### src/rtl/mac_stream_sequencer_pkg.sv
// Shared types and constants for the MAC stream sequencer and its accumulator bank.
package mac_stream_sequencer_pkg;

  typedef enum logic [1:0] {
    ST_IDLE = 2'd0,
    ST_RUN  = 2'd1,
    ST_DONE = 2'd2
  } state_e;

  localparam int LANES = 4;

  // Number of lanes consumed by the next beat given the elements still owed.
  function automatic logic [2:0] beat_lanes(input logic [31:0] rem);
    return (rem >= 32'(LANES)) ? 3'(LANES) : rem[2:0];
  endfunction

endpackage

### src/rtl/mac_stream_sequencer_acc.sv
// Four running sums: cleared at job start, each adds its MAC result on accepted beats.
module mac_acc_bank
  import mac_stream_sequencer_pkg::*;
#(
  parameter int WIDTH_SUM = 32
) (
  input  logic                 clk,
  input  logic                 rst,
  input  logic                 clear_i,
  input  logic                 en_i,
  input  logic [WIDTH_SUM-1:0] add_i [LANES],
  output logic [WIDTH_SUM-1:0] acc_o [LANES]
);

  logic [WIDTH_SUM-1:0] acc_q [LANES];
  logic [WIDTH_SUM-1:0] acc_d [LANES];

  for (genvar gi = 0; gi < LANES; gi++) begin : g_acc
    // Plain modular add: overflow wraps, no saturation.
    always_comb begin
      acc_d[gi] = acc_q[gi];
      if (clear_i) begin
        acc_d[gi] = '0;
      end else if (en_i) begin
        acc_d[gi] = acc_q[gi] + add_i[gi];
      end
    end

    always_ff @(posedge clk) begin
      if (rst) begin
        acc_q[gi] <= '0;
      end else begin
        acc_q[gi] <= acc_d[gi];
      end
    end

    assign acc_o[gi] = acc_q[gi];
  end

endmodule

### src/rtl/mac_stream_sequencer.sv
// Sequencer feeding a 4-neuron MAC stage: counts elements, sets lane-valid, accumulates, hands off sums.
module mac_stream_sequencer
  import mac_stream_sequencer_pkg::*;
#(
  parameter int WIDTH_SUM = 32,
  parameter int WIDTH_A   = 32,
  parameter int WIDTH_B   = 32,
  parameter int LEN_W     = 16
) (
  input  logic                 clk,
  input  logic                 rst,
  input  logic                 start,
  input  logic [LEN_W-1:0]     len,
  output logic                 busy,
  input  logic                 in_valid,
  output logic                 in_ready,
  input  logic [WIDTH_A-1:0]   in_a,
  input  logic [WIDTH_B-1:0]   in_w0,
  input  logic [WIDTH_B-1:0]   in_w1,
  input  logic [WIDTH_B-1:0]   in_w2,
  input  logic [WIDTH_B-1:0]   in_w3,
  output logic [WIDTH_A-1:0]   mac_a,
  output logic [WIDTH_B-1:0]   mac_w0,
  output logic [WIDTH_B-1:0]   mac_w1,
  output logic [WIDTH_B-1:0]   mac_w2,
  output logic [WIDTH_B-1:0]   mac_w3,
  output logic [2:0]           mac_valid,
  output logic [WIDTH_SUM-1:0] mac_sumin,
  input  logic [WIDTH_SUM-1:0] mac_out0,
  input  logic [WIDTH_SUM-1:0] mac_out1,
  input  logic [WIDTH_SUM-1:0] mac_out2,
  input  logic [WIDTH_SUM-1:0] mac_out3,
  output logic [WIDTH_SUM-1:0] res0,
  output logic [WIDTH_SUM-1:0] res1,
  output logic [WIDTH_SUM-1:0] res2,
  output logic [WIDTH_SUM-1:0] res3,
  output logic                 res_valid,
  input  logic                 res_ready
);

  state_e             state_q;
  logic [LEN_W-1:0]   remaining_q;
  logic [LEN_W-1:0]   remaining_d;
  logic               in_ready_q;
  logic               busy_q;
  logic               res_valid_q;
  logic               accept;
  logic               acc_clear;
  logic [WIDTH_SUM-1:0] mac_out_arr [LANES];
  logic [WIDTH_SUM-1:0] acc_arr     [LANES];

  assign mac_a     = in_a;
  assign mac_w0    = in_w0;
  assign mac_w1    = in_w1;
  assign mac_w2    = in_w2;
  assign mac_w3    = in_w3;
  assign mac_sumin = '0;

  assign mac_valid   = (state_q == ST_RUN) ? beat_lanes(32'(remaining_q)) : 3'd0;
  assign accept      = in_valid & in_ready_q;
  assign remaining_d = remaining_q - LEN_W'(mac_valid);
  assign acc_clear   = (state_q == ST_IDLE) & start;

  assign mac_out_arr[0] = mac_out0;
  assign mac_out_arr[1] = mac_out1;
  assign mac_out_arr[2] = mac_out2;
  assign mac_out_arr[3] = mac_out3;

  mac_acc_bank #(.WIDTH_SUM(WIDTH_SUM)) u_acc (
    .clk     (clk),
    .rst     (rst),
    .clear_i (acc_clear),
    .en_i    (accept),
    .add_i   (mac_out_arr),
    .acc_o   (acc_arr)
  );

  // Control outputs are flops updated alongside the state so they never glitch.
  always_ff @(posedge clk) begin
    if (rst) begin
      state_q     <= ST_IDLE;
      remaining_q <= '0;
      in_ready_q  <= 1'b0;
      busy_q      <= 1'b0;
      res_valid_q <= 1'b0;
    end else begin
      case (state_q)
        ST_IDLE: begin
          if (start) begin
            busy_q <= 1'b1;
            if (len != '0) begin
              remaining_q <= len;
              in_ready_q  <= 1'b1;
              state_q     <= ST_RUN;
            end else begin
              res_valid_q <= 1'b1;
              state_q     <= ST_DONE;
            end
          end
        end
        ST_RUN: begin
          if (accept) begin
            remaining_q <= remaining_d;
            if (remaining_d == '0) begin
              in_ready_q  <= 1'b0;
              res_valid_q <= 1'b1;
              state_q     <= ST_DONE;
            end
          end
        end
        ST_DONE: begin
          if (res_ready) begin
            res_valid_q <= 1'b0;
            busy_q      <= 1'b0;
            state_q     <= ST_IDLE;
          end
        end
        default: begin
          state_q     <= ST_IDLE;
          in_ready_q  <= 1'b0;
          busy_q      <= 1'b0;
          res_valid_q <= 1'b0;
        end
      endcase
    end
  end

  assign in_ready  = in_ready_q;
  assign busy      = busy_q;
  assign res_valid = res_valid_q;
  assign res0      = acc_arr[0];
  assign res1      = acc_arr[1];
  assign res2      = acc_arr[2];
  assign res3      = acc_arr[3];

endmodule
### config.mk
export PLATFORM = sky130hd
export DESIGN_NAME = mac_stream_sequencer
export DESIGN_NICKNAME = d
export VERILOG_FILES = /design/src/rtl/mac_stream_sequencer_pkg.sv /design/src/rtl/mac_stream_sequencer_acc.sv /design/src/rtl/mac_stream_sequencer.sv
export SDC_FILE = /design/constraint.sdc
export NUM_CORES = 1
export LEC_CHECK = 0
export CORE_AREA = 2 2 245 247
export CTS_CLUSTER_SIZE = 16
export DETAILED_ROUTE_END_ITERATION = 8
export DIE_AREA = 0 0 247 249
export GPL_ROUTABILITY_DRIVEN = 1
export GPL_TIMING_DRIVEN = 0
export PLACE_DENSITY = 0.57
export SLEW_MARGIN = 20
export SYNTH_ARGS = -nofsm -noshare
export SYNTH_HDL_FRONTEND = slang
export SYNTH_SLANG_ARGS = --single-unit
export TNS_END_PERCENT = 30
### constraint.sdc
create_clock -name clk -period 10.02 [get_ports clk]
set_input_delay 1.002 -clock clk [delete_from_list [all_inputs] [get_ports clk]]
set_output_delay 1.002 -clock clk [all_outputs]
set_load 0.02 [all_outputs]
==> summary.txt, run 1 <==
RUN STATUS
-------------------------------------------------------------------------------------------
Result of the run                                                              finished clean

LOGIC SYNTHESIS
-------------------------------------------------------------------------------------------
Count of unique library cells instantiated by Yosys                                      80
Number of enable flip-flop cells after synthesis                                          0
Async set-reset flop share out of synthesis                                              0%
Largest cells by area after synthesis                                          sky130_fd_sc_hd__dfxtp_1 23%, sky130_fd_sc_hd__ha_1 12%, sky130_fd_sc_hd__buf_4 11%
Post-synthesis instance total                                                          1716
Portion of the post-synthesis area used by sequential elements                       22.82%
Top post-synthesis cells by count                                              208 x sky130_fd_sc_hd__nand2_1, 192 x sky130_fd_sc_hd__buf_4, 172 x sky130_fd_sc_hd__a21oi_1
Most area-hungry cell type in the Yosys netlist                                sky130_fd_sc_hd__dfxtp_1
Area share of the leading cell type in the synthesized netlist                       22.82%
Post-Syn Area                                                                   0.01307 mm²
Flip-flop and latch count after synthesis                                               149
YS warnings                                                                               0
Prevailing post-synth register cell                                            sky130_fd_sc_hd__dfxtp_1
Most repeated cell in the gate-level netlist after synthesis                   sky130_fd_sc_hd__nand2_1
Mean post-synth cell area                                                         7.617 µm²

POWER
-------------------------------------------------------------------------------------------
Pleak                                                                              7.986 nW
Power per Cell Area                                                            102.3 mW/mm²
Max VDD drop                                                                    0.0001429 V

WORST SETUP PATH
-------------------------------------------------------------------------------------------
Series of cell instances along the critical path                               clkbuf_1 > nor4_1 > nand2b_1 > nor2_1 > nand2_1 > nor3_1 > nand3_1 > ha_1 > nor2b_1 > o21ai_0 > and3b_1 > clkbuf_1 > nand3_1 > o41ai_1 > a21oi_1 > nor4_1 > a21oi_1 > or2_1 > a21oi_1
Critical path data arrival time                                                     5270 ps
Cell with the biggest individual delay on the critical path                    sky130_fd_sc_hd__nor4_1
Top delay family on crit path                                                  simple AND/OR/NAND/NOR gates
Startpoint type of the worst setup path                                                flop
Capturing element type of the critical path                                            flop
Crit path max fanout                                                                      9
Critical path data required time                                                   10450 ps
Most common cell type on the critical path                                     sky130_fd_sc_hd__a21oi_1
WS Path Type                                                                   flop to flop
Largest incremental delay on the critical path                                       620 ps
Bufs and invs on worst path                                                               2

CLOCK TREE
-------------------------------------------------------------------------------------------
Clock transition at the registers of the reported paths                               70 ps
H-Tree Depth                                                                              4
Number of hold-repair buffers added at the cts stage                                      0
Count of clock tree sinks                                                               149
Clock Latency Late Sink                                                              500 ps
Setup repair bufs after CTS                                                               0
TritonCTS clock tree                                                                  built
Num CTS Buffers                                                                          17
Resize count post-CTS                                                                     0
Library cell used as clock root buffer                                         sky130_fd_sc_hd__clkbuf_16
Buffer depth of the longest clock path                                                    2

FINISH
-------------------------------------------------------------------------------------------
Utilization after layout                                                             32.65%
Post-layout nets                                                                       2649
Number of filler cells placed in the layout                                            6197
Area of all sequential standard cells                                          0.002983 mm²
Area growth from synthesis to final layout                                           46.62%
Area taken by multi-input logic gates                                          0.008325 mm²
Share of cells above drive strength 1                                                11.08%

FLOORPLANNING
-------------------------------------------------------------------------------------------
DIE AREA                                                                        0.06150 mm²
Die H                                                                                249 µm
Site row count                                                                           89
Initial standard-cell utilization of the core                                        22.27%
Core outline area                                                               0.05869 mm²
Total I/O pin count                                                                     635
Die extent in x                                                                      247 µm

STA
-------------------------------------------------------------------------------------------
Final worst path period need                                                        4837 ps
Number of setup violations in the final report                                            0
Number of failing hold endpoints at the final stage                                       0
Transition time at the pin with the least slew margin                               1030 ps
Final-report max-slew violation count                                                     0
Slew Limit Headroom                                                                  31.35%
Total Neg Setup Slack                                                                  0 ps
Share of the clock period used by the worst path after layout                        48.28%
Final worst clock skew                                                             12.02 ps
Fmax                                                                              206.7 MHz
Unrepaired setup endpoints after global routing                                       false

GLOBAL ROUTING
-------------------------------------------------------------------------------------------
Global-route wire length before repair                                             81880 µm
Maximum number of pins on one net before global-route repair                             17
Vias in the first global route                                                        13620
Global route overflow                                                                     0
Antenna violations before repair                                                         10
Total routing resource utilization after global routing                              17.76%

FLOW RUN
-------------------------------------------------------------------------------------------
Count of max-cap constraint violations                                                    0

ROUTING
-------------------------------------------------------------------------------------------
Detailed-route wire length per cell                                                18.88 µm
Number of search-and-repair iterations in the first detailed-routing pass                 6
Total DRC errors in the routed layout                                                     0
Remaining antenna violation count                                                         0
Vias                                                                                  14010
Number of design-rule violations left by the first detailed-router iteration            605
Routed Wire Length                                                                 56560 µm
Via density                                                                           4.677

WORST HOLD PATH
-------------------------------------------------------------------------------------------
Classification of the worst-slack hold path                                    flop to flop

PLACED DESIGN
-------------------------------------------------------------------------------------------
PortBufs                                                                                442
Placer's final routability congestion estimate                                       0.8744
HPWL after detailed placement                                                      45320 µm

==> state kept, by name, indices dropped and copies added, names as in the netlist <==
register	count
state_q	2
res_valid	1
remaining_q	16
busy	1
u_acc.acc_q	128
in_ready	1
==> per-layer routing <==
metal  GRT usage (%)  share of wire (%)  vias up  routed length [µm]
li1                -                  -     6909                   -
met1           20.41                 41     6568               23110
met2           31.23                 49      445               27740
met3           5.570                7.9       74                4485
met4           5.164                2.0       16                1130
met5               0               0.16        -                  92
==> worst min-delay path: cells and delay by family (launching register included) <==
family,cells,cell delay (ps)
DFF,1,320
AOI/OAI and AO/OA,1,50
and+or+nand+nor,1,60
==> area by class of cell <==
class	count	area share (%)
Tap cell	773	5.047
Timing Repair Buffer	442	23.09
Buffer	256	8.808
Sequential cell	149	15.57
Inverter	52	1.019
Multi-Input combinational cell	1290	43.44
Antenna cell	3	0.03917
Clock inverter	11	0.6594
Clock buffer	20	2.331
==> through the flow <==
stage | worst slack, ps | hold slack (ps) | std cells | instance area (µm²) | power (mW)
finish | 5183 | 472.5 | 2996 | 19160 | 1.961
global route | 4774 | 494.2 | 2994 | 19160 | 2.062
CTS | 5282 | 476.3 | 2993 | 19160 | 1.995
detailed placement | 5287 | 465.8 | 2962 | 18580 | 1.296
global placement | 5224 | 457.3 | 2962 | 18580 | 1.292
floorplan | 6096 | 459.9 | 1747 | 13190 | 1.029
==> worst paths after layout <==
kind                       from            endpoint  slack [ps]  cells past startpoint
max              remaining_q[9]          state_q[1]        5180                     19
min          u_acc.acc_q[0][37]  u_acc.acc_q[0][37]         470                      2
max reg2reg      remaining_q[9]          state_q[1]        5180                     19
min reg2reg  u_acc.acc_q[0][37]  u_acc.acc_q[0][37]         470                      2
==> layout by cell type (no fill, tap or decap), types with 5 or more instances in the layout <==
master | synthesis | routed
sky130_fd_sc_hd__buf_4 | 192 | 192
sky130_fd_sc_hd__clkdlybuf4s50_1 | 0 | 442
sky130_fd_sc_hd__nor2b_1 | 18 | 18
sky130_fd_sc_hd__a21oi_1 | 172 | 172
sky130_fd_sc_hd__nand4_1 | 16 | 16
sky130_fd_sc_hd__or3_1 | 12 | 12
sky130_fd_sc_hd__o31ai_1 | 12 | 12
sky130_fd_sc_hd__nand2_1 | 208 | 208
sky130_fd_sc_hd__o22ai_1 | 7 | 7
sky130_fd_sc_hd__inv_1 | 52 | 52
sky130_fd_sc_hd__xnor2_1 | 47 | 47
sky130_fd_sc_hd__nor4_1 | 10 | 10
sky130_fd_sc_hd__xor2_1 | 41 | 41
sky130_fd_sc_hd__conb_1 | 1 | 32
sky130_fd_sc_hd__clkbuf_16 | 0 | 17
sky130_fd_sc_hd__a211oi_1 | 38 | 38
sky130_fd_sc_hd__dfxtp_1 | 149 | 149
sky130_fd_sc_hd__o21bai_1 | 14 | 14
sky130_fd_sc_hd__nor3_1 | 32 | 32
sky130_fd_sc_hd__o21ai_1 | 9 | 9
sky130_fd_sc_hd__nand2b_1 | 25 | 25
sky130_fd_sc_hd__and3_1 | 13 | 13
sky130_fd_sc_hd__a31oi_1 | 23 | 23
sky130_fd_sc_hd__and2_1 | 10 | 10
sky130_fd_sc_hd__nor3b_1 | 5 | 5
sky130_fd_sc_hd__o21ai_0 | 103 | 103
sky130_fd_sc_hd__or4_1 | 8 | 8
sky130_fd_sc_hd__a221oi_1 | 6 | 6
sky130_fd_sc_hd__nand3_1 | 37 | 37
sky130_fd_sc_hd__ha_1 | 127 | 127
sky130_fd_sc_hd__a21o_1 | 56 | 56
sky130_fd_sc_hd__nor2_1 | 101 | 101
sky130_fd_sc_hd__o21a_1 | 14 | 14
sky130_fd_sc_hd__fa_1 | 5 | 5
sky130_fd_sc_hd__clkbuf_1 | 58 | 57
sky130_fd_sc_hd__o211ai_1 | 7 | 7
==> cell families after synthesis <==
group	Yosys count	share of synthesized area, %
buf+inv	308	14.37
other cells	1	0.02869
simple gates	515	18.46
fa+ha+maj	132	12.92
xor+xnor	88	5.897
mux	4	0.3063
compound gates	519	25.20
flops	149	22.82
==> report_power, final <==
| part | switching (mW) | internal, mW | leakage (nW) | total [mW] |
|---|---|---|---|---|
| logic | 0.345 | 0.302 | 6.51 | 0.647 |
| clock network | 0.307 | 0.372 | 0.269 | 0.679 |
| registers | 0.0210 | 0.614 | 1.21 | 0.635 |
| total | 0.674 | 1.29 | 7.99 | 1.96 |
Power figures use the tool's default switching activity.
==> run 2: changes to the inputs <==
==> constraint.sdc (replaced) <==
create_clock -name clk -period 4.5 [get_ports clk]
set_input_delay 0.45 -clock clk [delete_from_list [all_inputs] [get_ports clk]]
set_output_delay 0.45 -clock clk [all_outputs]
set_load 0.02 [all_outputs]
==> run 2 against run 1 <==
Net effect: clock power grew 120%; final cell count barely moved; global-route usage about the same; worst setup slack worse by 4800 ps; register-to-register slack worse by 4800 ps; wire length grew 0.12%; sequential share of layout area barely moved; via count up 0.11%; worst hold slack about the same; critical path type unchanged; largest cell class unchanged; largest power group unchanged.
==> summary.txt, run 2 (synthesis results as in run 1) <==
RUN STATUS
-------------------------------------------------------------------------------------------
Result of the run                                                              finished clean

STA
-------------------------------------------------------------------------------------------
Slew Limit Headroom                                                                  32.14%
Number of failing hold endpoints at the final stage                                       0
Number of setup violations in the final report                                            0
Unrepaired setup endpoints after global routing                                       false
Final worst setup slack                                                            383.9 ps
Final worst clock skew                                                             11.56 ps
Transition time at the pin with the least slew margin                               1018 ps
Final-report max-slew violation count                                                     0
Final worst path period need                                                        4116 ps
Total Neg Setup Slack                                                                  0 ps
Fmax                                                                              242.9 MHz
Share of the clock period used by the worst path after layout                        91.47%

FINISH
-------------------------------------------------------------------------------------------
Most frequent cells in the layout                                              442 x sky130_fd_sc_hd__clkdlybuf4s50_1, 207 x sky130_fd_sc_hd__nand2_1, 192 x sky130_fd_sc_hd__buf_4
Most common library cell in the layout ignoring fill and taps                  sky130_fd_sc_hd__clkdlybuf4s50_1
Final cell count without fillers                                                       2994
Share of cells above drive strength 1                                                11.40%
Post-layout nets                                                                       2648
Area growth from synthesis to final layout                                           46.87%
Top register by number of flip-flops                                            u_acc.acc_q
Number of flip-flops under the largest register name                                    128
Leading registers by flop count                                                u_acc.acc_q (128), remaining_q (16), state_q (2)

PLACED DESIGN
-------------------------------------------------------------------------------------------
Placer's final routability congestion estimate                                       0.8744
PortBufs                                                                                442
# placed instances                                                                     2962
Setup WS pre-CTS                                                                  -188.8 ps
HPWL after detailed placement                                                      45320 µm

CLOCK TREE
-------------------------------------------------------------------------------------------
Library cell used as clock root buffer                                         sky130_fd_sc_hd__clkbuf_16
Count of clock tree sinks                                                               149
Number of hold-repair buffers added at the cts stage                                      0
Clock transition at the registers of the reported paths                               70 ps
Setup repair bufs after CTS                                                               0
Num CTS Buffers                                                                          17
Buffer depth of the longest clock path                                                    2
Clock Latency Late Sink                                                              500 ps
H-Tree Depth                                                                              4
TritonCTS clock tree                                                                  built

ROUTING
-------------------------------------------------------------------------------------------
Detailed-route wire length per cell                                                18.91 µm
Routed Wire Length                                                                 56630 µm
Total DRC errors in the routed layout                                                     0
Remaining antenna violation count                                                         0
Number of search-and-repair iterations in the first detailed-routing pass                 5
Vias                                                                                  14030
Via density                                                                           4.685
Number of design-rule violations left by the first detailed-router iteration            595

WORST SETUP PATH
-------------------------------------------------------------------------------------------
R2R cell count                                                                           17
Crit path max fanout                                                                     10
Critical path data arrival time                                                     4550 ps
Capturing element type of the critical path                                            flop
Top delay family on crit path                                                  simple AND/OR/NAND/NOR gates
Cell with the biggest individual delay on the critical path                    sky130_fd_sc_hd__fa_1
Series of cell instances along the critical path                               clkbuf_1 > nor2b_1 > clkbuf_2 > clkbuf_2 > and3_1 > ha_1 > inv_1 > fa_1 > a21oi_1 > nand2_2 > xnor2_1 > nor3_1 > a21oi_1 > nor4_2 > a21oi_1 > or2_1 > a21oi_1
Depth of the critical timing path with buffers and inverters included                    17
Largest incremental delay on the critical path                                       420 ps
Setup slack of the worst register-to-register path                                   380 ps
Bufs and invs on worst path                                                               4
Startpoint type of the worst setup path                                                flop
Most common cell type on the critical path                                     sky130_fd_sc_hd__a21oi_1
WS Path Type                                                                   flop to flop
Critical path data required time                                                    4930 ps

FLOORPLANNING
-------------------------------------------------------------------------------------------
Die extent in x                                                                      247 µm
Die H                                                                                249 µm
Total I/O pin count                                                                     635
DIE AREA                                                                        0.06150 mm²
Core outline area                                                               0.05869 mm²
Site row count                                                                           89
Initial standard-cell utilization of the core                                        22.27%

POWER
-------------------------------------------------------------------------------------------
Post-layout power                                                                  4.379 mW
Max VDD drop                                                                    0.0003199 V
Power per Cell Area                                                            228.1 mW/mm²
Pleak                                                                              8.006 nW

GLOBAL ROUTING
-------------------------------------------------------------------------------------------
Vias in the first global route                                                        13630
Maximum number of pins on one net before global-route repair                             17
Total routing resource utilization after global routing                              17.76%
Global route overflow                                                                     0
Global-route wire length before repair                                             81920 µm
Antenna violations before repair                                                         10

WORST HOLD PATH
-------------------------------------------------------------------------------------------
Classification of the worst-slack hold path                                    flop to flop
Instance count along the most critical hold path                                          2

FLOW RUN
-------------------------------------------------------------------------------------------
Count of max-cap constraint violations                                                    0

-- run 2: power by group --
group | internal (mW) | switching, mW | leakage [nW]
sequential | 1.37 | 0.0482 | 1.21
combinational | 0.675 | 0.774 | 6.53
clock | 0.828 | 0.687 | 0.269
total | 2.87 | 1.51 | 8.01
-- run 2: metal layers --
layer | part of all wire, % | routed length (µm) | vias up | GRT usage, %
li1 | - | - | 6903 | -
met5 | 0.16 | 92 | - | 0
met2 | 49 | 27830 | 464 | 31.24
met4 | 2.0 | 1136 | 16 | 5.164
met1 | 41 | 23110 | 6567 | 20.35
met3 | 7.9 | 4466 | 78 | 5.667
-- run 2: what timing repair did --
item	4_1_cts	5_1_grt
pin swaps	0	1
resized for setup	3	7
gates cloned	0	0
setup endpoints to repair	3	4
-- run 2: cell type report --
| type | count | area (µm²) |
|---|---|---|
| fillers | 6188 | 39490 |
| multi-input cells | 1290 | 8362 |
| repair buffers | 442 | 4424 |
| flip-flops and latches | 149 | 2983 |
| plain buffers | 255 | 1687 |
| well taps | 773 | 967.2 |
| clock buffers | 20 | 446.7 |
| inverters | 52 | 195.2 |
| clock inverters | 11 | 126.4 |
| diodes | 2 | 5.005 |
-- run 2: path summary, 6_finish.rpt --
check	startpoint	to
setup / recovery	state_q[0]	state_q[1]
hold / removal	u_acc.acc_q[0][37]	u_acc.acc_q[0][37]
setup reg to reg	state_q[0]	state_q[1]
hold reg to reg	u_acc.acc_q[0][37]	u_acc.acc_q[0][37]
-- run 2: through the flow --
stage	instance area, µm²	hold slack (ps)	util [%]
global route	19190	494.2	32.71
global placement	18580	457.3	31.66
floorplan	13190	459.9	-
finish	19200	472.6	32.71
CTS	19170	476.3	32.67
detailed placement	18580	465.8	31.67
-- run 2: worst register-to-register path, cell delays in order (launching register included) --
cell,delay (ps)
sky130_fd_sc_hd__dfxtp_1,310
sky130_fd_sc_hd__clkbuf_1,310
sky130_fd_sc_hd__nor2b_1,210
sky130_fd_sc_hd__clkbuf_2,280
sky130_fd_sc_hd__clkbuf_2,320
sky130_fd_sc_hd__and3_1,240
sky130_fd_sc_hd__ha_1,190
sky130_fd_sc_hd__inv_1,60
sky130_fd_sc_hd__fa_1,420
sky130_fd_sc_hd__a21oi_1,240
sky130_fd_sc_hd__nand2_2,170
sky130_fd_sc_hd__xnor2_1,160
sky130_fd_sc_hd__nor3_1,180
sky130_fd_sc_hd__a21oi_1,80
sky130_fd_sc_hd__nor4_2,350
sky130_fd_sc_hd__a21oi_1,130
sky130_fd_sc_hd__or2_1,250
sky130_fd_sc_hd__a21oi_1,140
==> run 3: changes to the inputs <==
--- a/config.mk
+++ b/config.mk
@@ -5,15 +5,16 @@
 export SDC_FILE = /design/constraint.sdc
 export NUM_CORES = 1
 export LEC_CHECK = 0
-export CORE_AREA = 2 2 245 247
+export CORE_AREA = 2 2 247 249
 export CTS_CLUSTER_SIZE = 16
 export DETAILED_ROUTE_END_ITERATION = 8
-export DIE_AREA = 0 0 247 249
+export DIE_AREA = 0 0 249 251
 export GPL_ROUTABILITY_DRIVEN = 1
 export GPL_TIMING_DRIVEN = 0
 export PLACE_DENSITY = 0.57
 export SLEW_MARGIN = 20
 export SYNTH_ARGS = -nofsm -noshare
 export SYNTH_HDL_FRONTEND = slang
+export SYNTH_HIERARCHICAL = 1
 export SYNTH_SLANG_ARGS = --single-unit
 export TNS_END_PERCENT = 30
==> run 3 against run 2 <==
Net effect: final cell count shrank 1.7%; sequential power is essentially flat; sequential share of layout area shrank 0.16 points; clock skew shrank 2.1 ps; synthesized cell count shrank 3.7%; worst hold slack lost 1.4 ps; critical path depth shrank 5; critical path type unchanged.
==> summary.txt, run 3 <==
FLOORPLANNING
-------------------------------------------------------------------------------------------
DIE AREA                                                                        0.06250 mm²
Site row count                                                                           90
Die H                                                                                251 µm
Initial standard-cell utilization of the core                                        22.15%
Core outline area                                                               0.05979 mm²
Total I/O pin count                                                                     635
Die extent in x                                                                      249 µm

WORST SETUP PATH
-------------------------------------------------------------------------------------------
Capturing element type of the critical path                                            flop
R2R cell count                                                                           12
WS Path Type                                                                   flop to flop
Critical path data required time                                                    4880 ps
Critical path data arrival time                                                     4560 ps
Crit path max fanout                                                                      8
Reg-to-reg critical path startpoint                                            remaining_q[8]
Reg2reg end                                                                        in_ready
Startpoint type of the worst setup path                                                flop
Setup slack of the worst register-to-register path                                   320 ps

GLOBAL ROUTING
-------------------------------------------------------------------------------------------
Maximum number of pins on one net before global-route repair                             17
GR Layer Usage met1                                                                  18.67%
Global-route wire length before repair                                             78550 µm
Antenna violations before repair                                                         10
Vias in the first global route                                                        13360
GRT met2 Usage                                                                       28.11%
Total routing resource utilization after global routing                              16.50%
Global route overflow                                                                     0
Top Usage Layer GRT                                                                    met2
Met3 demand-to-capacity share in global routing                                      6.099%

FINISH
-------------------------------------------------------------------------------------------
Share of cells above drive strength 1                                                11.50%
Number of flip-flops under the largest register name                                    128
Area growth from synthesis to final layout                                           46.42%
Post-layout nets                                                                       2585
Top register by number of flip-flops                                            u_acc/acc_q
Final cell count without fillers                                                       2942
Leading registers by flop count                                                u_acc/acc_q (128), remaining_q (16), state_q (2)
Most common library cell in the layout ignoring fill and taps                  sky130_fd_sc_hd__clkdlybuf4s50_1
Most frequent cells in the layout                                              442 x sky130_fd_sc_hd__clkdlybuf4s50_1, 193 x sky130_fd_sc_hd__buf_4, 182 x sky130_fd_sc_hd__nor2_1

LOGIC SYNTHESIS
-------------------------------------------------------------------------------------------
Most area-hungry cell type in the Yosys netlist                                sky130_fd_sc_hd__dfxtp_1
Area share of the leading cell type in the synthesized netlist                       22.52%
Flip-flop and latch count after synthesis                                               149
Mean post-synth cell area                                                         8.018 µm²
Top post-synthesis cells by count                                              193 x sky130_fd_sc_hd__buf_4, 182 x sky130_fd_sc_hd__nor2_1, 149 x sky130_fd_sc_hd__dfxtp_1
Prevailing post-synth register cell                                            sky130_fd_sc_hd__dfxtp_1
Most repeated cell in the gate-level netlist after synthesis                   sky130_fd_sc_hd__buf_4
Largest cells by area after synthesis                                          sky130_fd_sc_hd__dfxtp_1 23%, sky130_fd_sc_hd__ha_1 12%, sky130_fd_sc_hd__buf_4 11%
Portion of the post-synthesis area used by sequential elements                       22.52%
Count of unique library cells instantiated by Yosys                                      77
Number of enable flip-flop cells after synthesis                                          0
Post-synthesis instance total                                                          1652
Post-Syn Area                                                                   0.01325 mm²
Async set-reset flop share out of synthesis                                              0%
YS warnings                                                                               6

CLOCK TREE
-------------------------------------------------------------------------------------------
Library cell used as clock root buffer                                         sky130_fd_sc_hd__clkbuf_16
Num CTS Buffers                                                                          17
Number of hold-repair buffers added at the cts stage                                      0
Count of clock tree sinks                                                               149
Clock Latency Late Sink                                                              490 ps
Buffer depth of the longest clock path                                                    2
Clock transition at the registers of the reported paths                               70 ps
TritonCTS clock tree                                                                  built
H-Tree Depth                                                                              4

POWER
-------------------------------------------------------------------------------------------
P_sw                                                                               1.608 mW
Clk network pwr share                                                                 33.0%
Cell-internal power                                                                3.067 mW
Switching portion of total power                                                     34.39%
Pleak                                                                              8.334 nW
Gate power share                                                                      36.1%
Post-layout power                                                                  4.674 mW
Power per Cell Area                                                            241.0 mW/mm²
Max VDD drop                                                                    0.0002992 V
Relative contribution of sequential cells to total power                              30.9%

ROUTING
-------------------------------------------------------------------------------------------
Number of search-and-repair iterations in the first detailed-routing pass                 6
Routed Wire Length                                                                 53190 µm
Vias                                                                                  13610
Remaining antenna violation count                                                         0
Via density                                                                           4.624
Detailed-route wire length per cell                                                18.08 µm
Total DRC errors in the routed layout                                                     0
Number of design-rule violations left by the first detailed-router iteration            643

WORST HOLD PATH
-------------------------------------------------------------------------------------------
Instance count along the most critical hold path                                          2
Classification of the worst-slack hold path                                    flop to flop
Launch instance of the worst min-delay path                                    u_acc/acc_q[3][30]
Worst-case hold path end point                                                 u_acc/acc_q[3][30]

STA
-------------------------------------------------------------------------------------------
Number of failing hold endpoints at the final stage                                       0
Final worst path period need                                                        4181 ps
Final worst clock skew                                                             9.475 ps
Fmax                                                                              239.2 MHz
Unrepaired setup endpoints after global routing                                       false
Worst hold margin                                                                  471.1 ps
Transition time at the pin with the least slew margin                               1028 ps
Final-report max-slew violation count                                                     0
Share of the clock period used by the worst path after layout                        92.90%
Number of setup violations in the final report                                            0
Final worst setup slack                                                            319.5 ps
Slew Limit Headroom                                                                  31.45%

PLACED DESIGN
-------------------------------------------------------------------------------------------
# placed instances                                                                     2907
HPWL after detailed placement                                                      42870 µm
PortBufs                                                                                442
Setup WS pre-CTS                                                                  -130.1 ps
Placer's final routability congestion estimate                                       0.8973

RUN STATUS
-------------------------------------------------------------------------------------------
Result of the run                                                              finished clean

FLOW RUN
-------------------------------------------------------------------------------------------
Count of max-cap constraint violations                                                    0

-- run 3: cell types whose count changed after synthesis, moves of 12 or more --
cell | before | now
sky130_fd_sc_hd__o21ai_0 | 103 | 81
sky130_fd_sc_hd__nor2_1 | 101 | 182
sky130_fd_sc_hd__mux2i_1 | 4 | 72
sky130_fd_sc_hd__xnor2_1 | 47 | 66
sky130_fd_sc_hd__nand2_1 | 208 | 90
sky130_fd_sc_hd__a21oi_1 | 172 | 137
sky130_fd_sc_hd__inv_1 | 52 | 34
sky130_fd_sc_hd__a31oi_1 | 23 | 10
sky130_fd_sc_hd__a21o_1 | 56 | 79
sky130_fd_sc_hd__o311ai_0 | 1 | 13
sky130_fd_sc_hd__nand2b_1 | 25 | 12
-- run 3: worst max-delay path by stage --
stage,startpoint,slack (ps),endpoint
floorplan,remaining_q[8],170,remaining_q[14]
global placement,remaining_q[4],-130,remaining_q[14]
detailed placement,remaining_q[8],-130,in_ready
CTS,remaining_q[8],120,state_q[0]
global route,mac_out2[0],100,u_acc/acc_q[2][28]
finish,remaining_q[8],320,in_ready
-- run 3: power by group through the flow --
| stage | logic [mW] | registers (mW) | clock network [mW] |
|---|---|---|---|
| floorplan | 0.984 | 1.51 | 0 |
| global placement | 1.67 | 1.47 | 0 |
| detailed placement | 1.67 | 1.47 | 0 |
| CTS | 1.68 | 1.44 | 1.63 |
| global route | 1.83 | 1.45 | 1.67 |
| finish | 1.69 | 1.44 | 1.54 |
-- run 3: timing repair --
action | 4_1_cts | 5_1_grt
resized for setup | 1 | 3
setup endpoints to repair | 5 | 5
setup buffers | 0 | 0
pin swaps | 0 | 0
cloned | 0 | 0
-- run 3: cells by family after synthesis --
kind of cell             Yosys count  share of synthesized area, %
AND/OR/NAND/NOR                  422                         14.65
AO/OA/AOI/OAI                    474                         23.42
other                              1                       0.02831
adder cells (fa/ha/maj)          132                         12.75
buffers and inverters            288                         13.66
flip-flops                       149                         22.52
multiplexers                      72                         5.441
XOR/XNOR                         114                         7.537
-- run 3: layer usage --
| layer | share of wire (%) | routed length (µm) |
|---|---|---|
| met1 | 41 | 21980 |
| met2 | 48 | 25450 |
| met3 | 7.6 | 4044 |
| met4 | 3.1 | 1630 |
| met5 | 0.17 | 90 |
-- run 3: per-stage QoR --
stage	TNS (ps)	area [µm²]	util (%)
after floorplan	0	13360	-
after global placement	-260.8	18770	31.38
after detailed placement	-421.3	18770	31.39
after CTS	0	19370	32.39
after global routing	0	19390	32.43
final	0	19400	32.44
-- run 3: critical path, cell delays in order, from the launching register on --
cell	delay, ps
sky130_fd_sc_hd__dfxtp_1	410
sky130_fd_sc_hd__or4_1	570
sky130_fd_sc_hd__or4_1	410
sky130_fd_sc_hd__buf_2	180
sky130_fd_sc_hd__nor4_2	310
sky130_fd_sc_hd__ha_1	270
sky130_fd_sc_hd__inv_1	70
sky130_fd_sc_hd__fa_1	460
sky130_fd_sc_hd__a211oi_4	400
sky130_fd_sc_hd__mux2i_1	190
sky130_fd_sc_hd__nor4_1	330
sky130_fd_sc_hd__o211ai_1	240
sky130_fd_sc_hd__o21a_1	230
-- run 3: final cells by class --
| class | count | area [µm²] |
|---|---|---|
| Multi-Input combinational cell | 1246 | 8596 |
| Tap cell | 782 | 978.4 |
| Clock inverter | 9 | 126.4 |
| Sequential cell | 149 | 2983 |
| Buffer | 254 | 1685 |
| Inverter | 34 | 127.6 |
| Antenna cell | 3 | 7.507 |
| Timing Repair Buffer | 442 | 4424 |
| Fill cell | 6222 | 40400 |
| Clock buffer | 23 | 467.9 |
